**config.mk**
```make
export PLATFORM = sky130hd
export DESIGN_NAME = skid_buffer
export DESIGN_NICKNAME = d
export VERILOG_FILES = /design/src/rtl/skid_buffer.sv
export SDC_FILE = /design/constraint.sdc
export NUM_CORES = 1
export LEC_CHECK = 0
export ABC_AREA = 1
export BUFFER_PORTS_ARGS = -buffer_cell sky130_fd_sc_hd__buf_2
export CAP_MARGIN = 10
export CORE_AREA = 10 10 171 173
export CTS_BUF_LIST = sky130_fd_sc_hd__clkbuf_4 sky130_fd_sc_hd__clkbuf_8
export DETAILED_ROUTE_END_ITERATION = 6
export DIE_AREA = 0 0 181 183
export PLACE_DENSITY = 0.48
export SLEW_MARGIN = 20
export SYNTH_ARGS = -nofsm -noshare
export SYNTH_HDL_FRONTEND = slang
export SYNTH_SLANG_ARGS = --single-unit
```
**constraint.sdc**
```tcl
create_clock -name clk -period 14.9 [get_ports clk]
set_input_delay 0.745 -clock clk [delete_from_list [all_inputs] [get_ports clk]]
set_output_delay 0.745 -clock clk [all_outputs]
set_load 0.02 [all_outputs]
```
**src/rtl/skid_buffer.sv**
```systemverilog
// Two-entry register slice for a valid/ready stream with a saturating stall counter.
// Ports: clk/rst (async active-high); s_valid/s_ready/s_data upstream; m_valid/m_ready/m_data
// downstream; stall_cnt counts cycles with m_valid && !m_ready, stall_clr clears it.
// Latency 1 cycle when empty; s_ready, m_valid and m_data all come straight from flops.
module skid_buffer #(
  parameter int DATA_WIDTH = 64,
  parameter int CNT_WIDTH  = 32
) (
  input  logic                  clk,
  input  logic                  rst,
  input  logic                  s_valid,
  output logic                  s_ready,
  input  logic [DATA_WIDTH-1:0] s_data,
  output logic                  m_valid,
  input  logic                  m_ready,
  output logic [DATA_WIDTH-1:0] m_data,
  output logic [CNT_WIDTH-1:0]  stall_cnt,
  input  logic                  stall_clr
);

  typedef enum logic [1:0] {
    ST_EMPTY = 2'd0,  // nothing held
    ST_BUSY  = 2'd1,  // one word, in out_q
    ST_FULL  = 2'd2   // two words: out_q older, skid_q newer
  } state_t;

  state_t                state_q, state_d;
  logic [DATA_WIDTH-1:0] out_q, out_d;
  logic [DATA_WIDTH-1:0] skid_q, skid_d;
  logic                  s_ready_q, s_ready_d;
  logic                  m_valid_q, m_valid_d;
  logic [CNT_WIDTH-1:0]  stall_cnt_q, stall_cnt_d;

  logic in_hs;
  logic out_hs;

  localparam logic [CNT_WIDTH-1:0] CNT_ONE = {{(CNT_WIDTH-1){1'b0}}, 1'b1};
  localparam logic [CNT_WIDTH-1:0] CNT_MAX = {CNT_WIDTH{1'b1}};

  assign in_hs  = s_valid && s_ready_q;
  assign out_hs = m_valid_q && m_ready;

  always_comb begin
    state_d = state_q;
    out_d   = out_q;
    skid_d  = skid_q;

    case (state_q)
      ST_EMPTY: begin
        if (in_hs) begin
          out_d   = s_data;
          state_d = ST_BUSY;
        end
      end
      ST_BUSY: begin
        if (in_hs && out_hs) begin
          // Pass-through: the departing word is replaced in the same edge.
          out_d = s_data;
        end else if (in_hs) begin
          // Consumer stalled while s_ready was still high: park the word.
          skid_d  = s_data;
          state_d = ST_FULL;
        end else if (out_hs) begin
          state_d = ST_EMPTY;
        end
      end
      ST_FULL: begin
        // s_ready is low here, so only the output side can move.
        if (out_hs) begin
          out_d   = skid_q;
          state_d = ST_BUSY;
        end
      end
      default: begin
        state_d = ST_EMPTY;
      end
    endcase

    // Flags are derived from the next state and registered, which keeps
    // m_ready from ever reaching s_ready combinationally.
    s_ready_d = (state_d != ST_FULL);
    m_valid_d = (state_d != ST_EMPTY);
  end

  always_comb begin
    stall_cnt_d = stall_cnt_q;
    if (stall_clr) begin
      stall_cnt_d = '0;
    end else if (m_valid_q && !m_ready && (stall_cnt_q != CNT_MAX)) begin
      stall_cnt_d = stall_cnt_q + CNT_ONE;
    end
  end

  always_ff @(posedge clk or posedge rst) begin
    if (rst) begin
      state_q     <= ST_EMPTY;
      out_q       <= '0;
      skid_q      <= '0;
      s_ready_q   <= 1'b1;
      m_valid_q   <= 1'b0;
      stall_cnt_q <= '0;
    end else begin
      state_q     <= state_d;
      out_q       <= out_d;
      skid_q      <= skid_d;
      s_ready_q   <= s_ready_d;
      m_valid_q   <= m_valid_d;
      stall_cnt_q <= stall_cnt_d;
    end
  end

  assign s_ready   = s_ready_q;
  assign m_valid   = m_valid_q;
  assign m_data    = out_q;
  assign stall_cnt = stall_cnt_q;

endmodule

```
* Word level (Yosys, flattened, before mapping)
Index checks and enable logic that the tools add are counted.
Word-level totals: register bits 164, input port bits 69, output and inout port bits 98, word-level logic and storage cells 39
Cells by class: add/subtract/negate cells 1, eq/ne operators 7, muxes and demuxes 12, bitwise operators 1, reductions and logical operators 12
Operators with widths (count):
- 2-to-1 mux 64 bit | 3
- one-hot mux 64 bit (3 select lines) | 1
- 2-to-1 mux 32 bit | 2
- adder 32 x 1 -> 32 bit (second input constant) | 1
- inequality test 32 bit (second input constant) | 1
- 2-to-1 mux 2 bit | 5
- inequality test 2 bit (second input constant) | 4
- one-hot mux 2 bit (3 select lines) | 1
- logical AND 1 bit | 5
- AND reduction 4 bit | 1
- nonzero test 2 bit | 2
- AND reduction 3 bit | 1
- nonzero test 3 bit | 1
- equality test 2 x 1 -> 1 bit (second input constant) | 1
- equality test 2 bit (second input constant) | 1
- zero test 2 bit | 1
- zero test 1 bit | 1
- inverter 1 bit | 1

* Longest topological paths before layout
depth in word-level cells 6, gate-level depth with buffers 12, gate-level depth less buffers 11

* Worst setup path after synthesis
No wires, ideal clock.
kind reg-to-reg, from reg stall_cnt_q[1] (netlist: stall_cnt[1]), to reg stall_cnt_q[19] (netlist: stall_cnt[19]), setup time 0.066 ns, arrival time 1.675 ns, data required time 14.834 ns, path slack 13.160 ns, cell stages (with the launch flop) 13, buffers on the path 1, period minus slack after synthesis 1.740 ns, cells stage by stage dfrtp_1 -> ha_1 -> nand2_1 -> nor2_4 -> nand2_4 -> nor2_8 -> nand2_2 -> nand2_4 -> nand2_4 -> clkinv_4 -> buf_8 -> nand2_1 -> nand2_1
On the way: word-level cells in the longest chain between the ends 3, elaborated cells on any way between the ends 6, classes of those cells 1 x add/sub; 1 x eq/ne; 2 x mux; 2 x reduce/logical
Ends and longest elaborated chain:
- start: declaration | RTL line 32 | logic [CNT_WIDTH-1:0] stall_cnt_q, stall_cnt_d;
- start signal: assignment | RTL line 108 | stall_cnt_q <= stall_cnt_d;
- adder 32 x 1 -> 32 bit / inequality test 32 bit (equally long branches) | RTL line 90, 89
- 2-to-1 mux 32 bit / logical AND 1 bit (equally long branches) | RTL line 89 | end else if (m_valid_q && !m_ready && (stall_cnt_q != CNT_MAX)) begin
- 2-to-1 mux 32 bit / nonzero test 2 bit (equally long branches)
Several ways; a longest one is shown, not always the timed one. The select of a mux whose other input is x is not followed. A chain may end at the register's enable or synchronous reset.

* Worst setup path in the final report
from reg state_q[1], to reg out_q[60] (netlist: m_data[60])
On the way: word-level cells in the longest chain between the ends 3, elaborated cells on any way between the ends 9, classes of those cells 5 x eq/ne; 1 x mux; 3 x reduce/logical
Ends and longest elaborated chain:
- start: declaration | RTL line 27 | state_t state_q, state_d;
- start signal: assignment | RTL line 103 | state_q <= state_d;
- equality test 2 x 1 -> 1 bit, or another cell as far along | RTL line 48 | case (state_q)
- inequality test 2 bit (no line) / nonzero test 3 bit (equally long branches)
- AND reduction 4 bit (no line)
- end signal: assignment | RTL line 104 | out_q <= out_d;
- end: declaration | RTL line 28 | logic [DATA_WIDTH-1:0] out_q, out_d;
Several ways; a longest one is shown, not always the timed one.

==> results.yml <==
run_status:
  status: "completed"
yosys:
  yosysUniqueCellTypes: 32
  synth_ff_type: "dfrtp_1"
  ys_warn_count: 0
  syn_area_um2: 7660
  synth_commonest_cells: "nand2_1 (465), dfrtp_1 (163), nor2_1 (120)"
  synth_edf_count: 0
  synth_most_common_cell: "nand2_1"
  syn_nets: 1060
  ys_seq_area_share_pct: 53.6
  async_flop_share_pct: 100
  ys_seq_elements: 164
  synthTopCellsByArea: "dfrtp_1 (53%), nand2_1 (23%), nor2_1 (5.9%)"
  synth_top_area_cell: "dfrtp_1"
  avgSynthCellArea_um2: 7.74
  syn-instance-count: 990
  synth_top_area_share_pct: 53.2
floorplanning:
  dieWidth_um: 181
  die-area_um2: 33100
  core_um2: 25800
  ios: 167
  start_util_pct: 29.7
  row_count: 59
  die_h_um: 183
clock_network:
  cts-root-buf: "clkbuf_8"
  clk_pin_slew_ns: 0.10
  cts-resized-gates: 0
  clockBufferDepth: 2
  clkLatencyLatePin_ns: 0.47
  clock-sinks: 164
  post_cts_buffers: 0
  numCtsBuffers: 17
  cts_max_level: 4
  postCtsHoldBufs: 0
  cts_tree: "done"
timing:
  hold_viol: 0
  finalCritPeriodShare_pct: 19.3
  rsz0062_at_grt: "no"
  max_freq_mhz: 347
  period_needed_ns: 2.88
  slew_headroom_pct: 37.9
  setup_slack_ns: 12.02
  worstMarginPinSlew_ns: 0.932
  timing.final.max_slew_violations: 0
  setup_tns_ns: 0
  whs_ns: 0.440
  setup-violations-final: 0
  finClkSkew_ns: 0.0228
hold_path:
  hp-class: "input pin to asynchronous set/reset pin"
setup_path:
  crit_required_ns: 15.28
  path_buf_inv: 3
  r2r_slack_ns: 12.02
  path_class: "flop to flop"
  path_common_cell: "buf_4"
  cp_top_family: "buffers and inverters"
  r2r_start: "state_q[1]"
  slowest_delay_ns: 0.66
  critPathSlowestCell: "buf_4"
  r2r-end: "m_data[60]"
  startpoint_type: "flop"
  cp.arrival_ns: 3.26
  ff2ff_path_depth: 7
  crit_path_max_fanout: 70
  crit_path_end_kind: "flop"
  path_cells: "inv_1 -> nor2_4 -> buf_4 -> o21a_4 -> buf_4 -> nor2_1 -> a31oi_1"
global_route:
  grt.overflow.total: 0
  grt_pass1_wl_um: 36700
  grt_max_degree: 94
  antenna_found_initial: 4
  grt_util_all_layers_pct: 13.6
  grt_pass1_vias: 6766
detailed_routing:
  antenna_left: 0
  vias: 6665
  wl_met1_um: 10400
  avgViaCountPerCell: 4.49
  drt_first_pass_iters: 5
  dr.first_iter.drc_count: 470
  wl_um: 22500
  routed.top_layer: "met5"
  wl_per_cell_um: 15.2
  wl_met2_um: 10600
  met3_length_um: 1240
  drcViolationCount: 0
power:
  power.leakage_nw: 4.61
  ir_drop_mv: 0.0817
  total_power_w: 0.00173
  pwr_density_cell_nw_per_um2: 188
cells_and_area:
  final_layout_size_suffix_gt1_share_pct: 19.9
  area_growth_pct: 19.8
  nNetsFinal: 1203
placement:
  place_ws_ns: 11.94
  port_buffers: 166
  hpwlAfterDp_um: 15000
  gp_congestion: 0.782
run:
  drv_cap: 0
## per-stage QoR
step / std cells / instance area (µm²) / utilization, %
floorplan: 990 / 7660 / -
global placement: 1449 / 8750 / 34.0
detailed placement: 1449 / 8750 / 34.0
CTS: 1481 / 9170 / 35.6
global route: 1481 / 9180 / 35.6
finish: 1483 / 9180 / 35.6
## worst register-to-register path, cell delays in order (launching register included)
cell and delay (ns):
dfrtp_1 0.39, inv_1 0.10, nor2_4 0.08, buf_4 0.63, o21a_4 0.65, buf_4 0.68, nor2_1 0.11, a31oi_1 0.17
## worst max-delay path by stage
stage | depth (start not counted) | slack [ns] | endpoint | from
floorplan | 1 | 9.72 | m_data[0] | rst
global placement | 9 | 11.96 | skid_q[53] | m_ready
detailed placement | 9 | 11.94 | skid_q[60] | m_ready
CTS | 7 | 11.93 | m_data[60] | state_q[1]
global route | 7 | 11.68 | m_data[57] | state_q[1]
finish | 7 | 12.02 | m_data[60] | state_q[1]
## cell families after synthesis
kind of cell	after synthesis	synth area share [%]
DFF	164	53.6
AOI/OAI and AO/OA	84	6.60
xor gates and xnor gates	7	0.800
and+or+nand+nor	644	33.7
buffers and inverters	90	5.21
adders and majority gates	1	0.163
## registers in the layout, indices dropped and copies added, names as in the netlist
register and count:
m_data 64, m_valid 1, skid_q 64, state_q 2, s_ready 1, stall_cnt 32
## metal layers
layer	track usage, %	vias up
met5	0	-
met2	22.1	142
met4	3.97	4
met3	3.86	21
met1	17.3	3083
li1	-	3415
## placed cells by master, fill, tap and decap left out, types with 4 or more instances in the layout
cell / instances
o21ai_1: 4
o21ai_0: 10
nand2_1: 464
nand4_1: 14
inv_8: 4
nand3_1: 25
nor2_1: 119
buf_2: 166
clkinv_8: 4
inv_1: 37
buf_4: 6
a31oi_1: 64
dfrtp_1: 163
inv_6: 5
nor2_4: 4
xor2_1: 6
nand2_4: 4
clkbuf_8: 17
## final cells by class
cell class / instances / area [µm²]
Timing Repair Buffer: 172 / 876
Fill cell: 2738 / 16600
Inverter: 42 / 168
Multi-Input combinational cell: 736 / 3190
Clock buffer: 17 / 234
Antenna cell: 2 / 5.00
Sequential cell: 164 / 4110
Tap cell: 335 / 419
Clock inverter: 15 / 188
## where the power goes
group          total [W]  internal (W)  switching, W
logic           0.000658      0.000210      0.000448
registers       0.000723      0.000623      0.000100
clock network   0.000346      0.000144      0.000202
No activity file was read; power rests on OpenSTA's default activity.
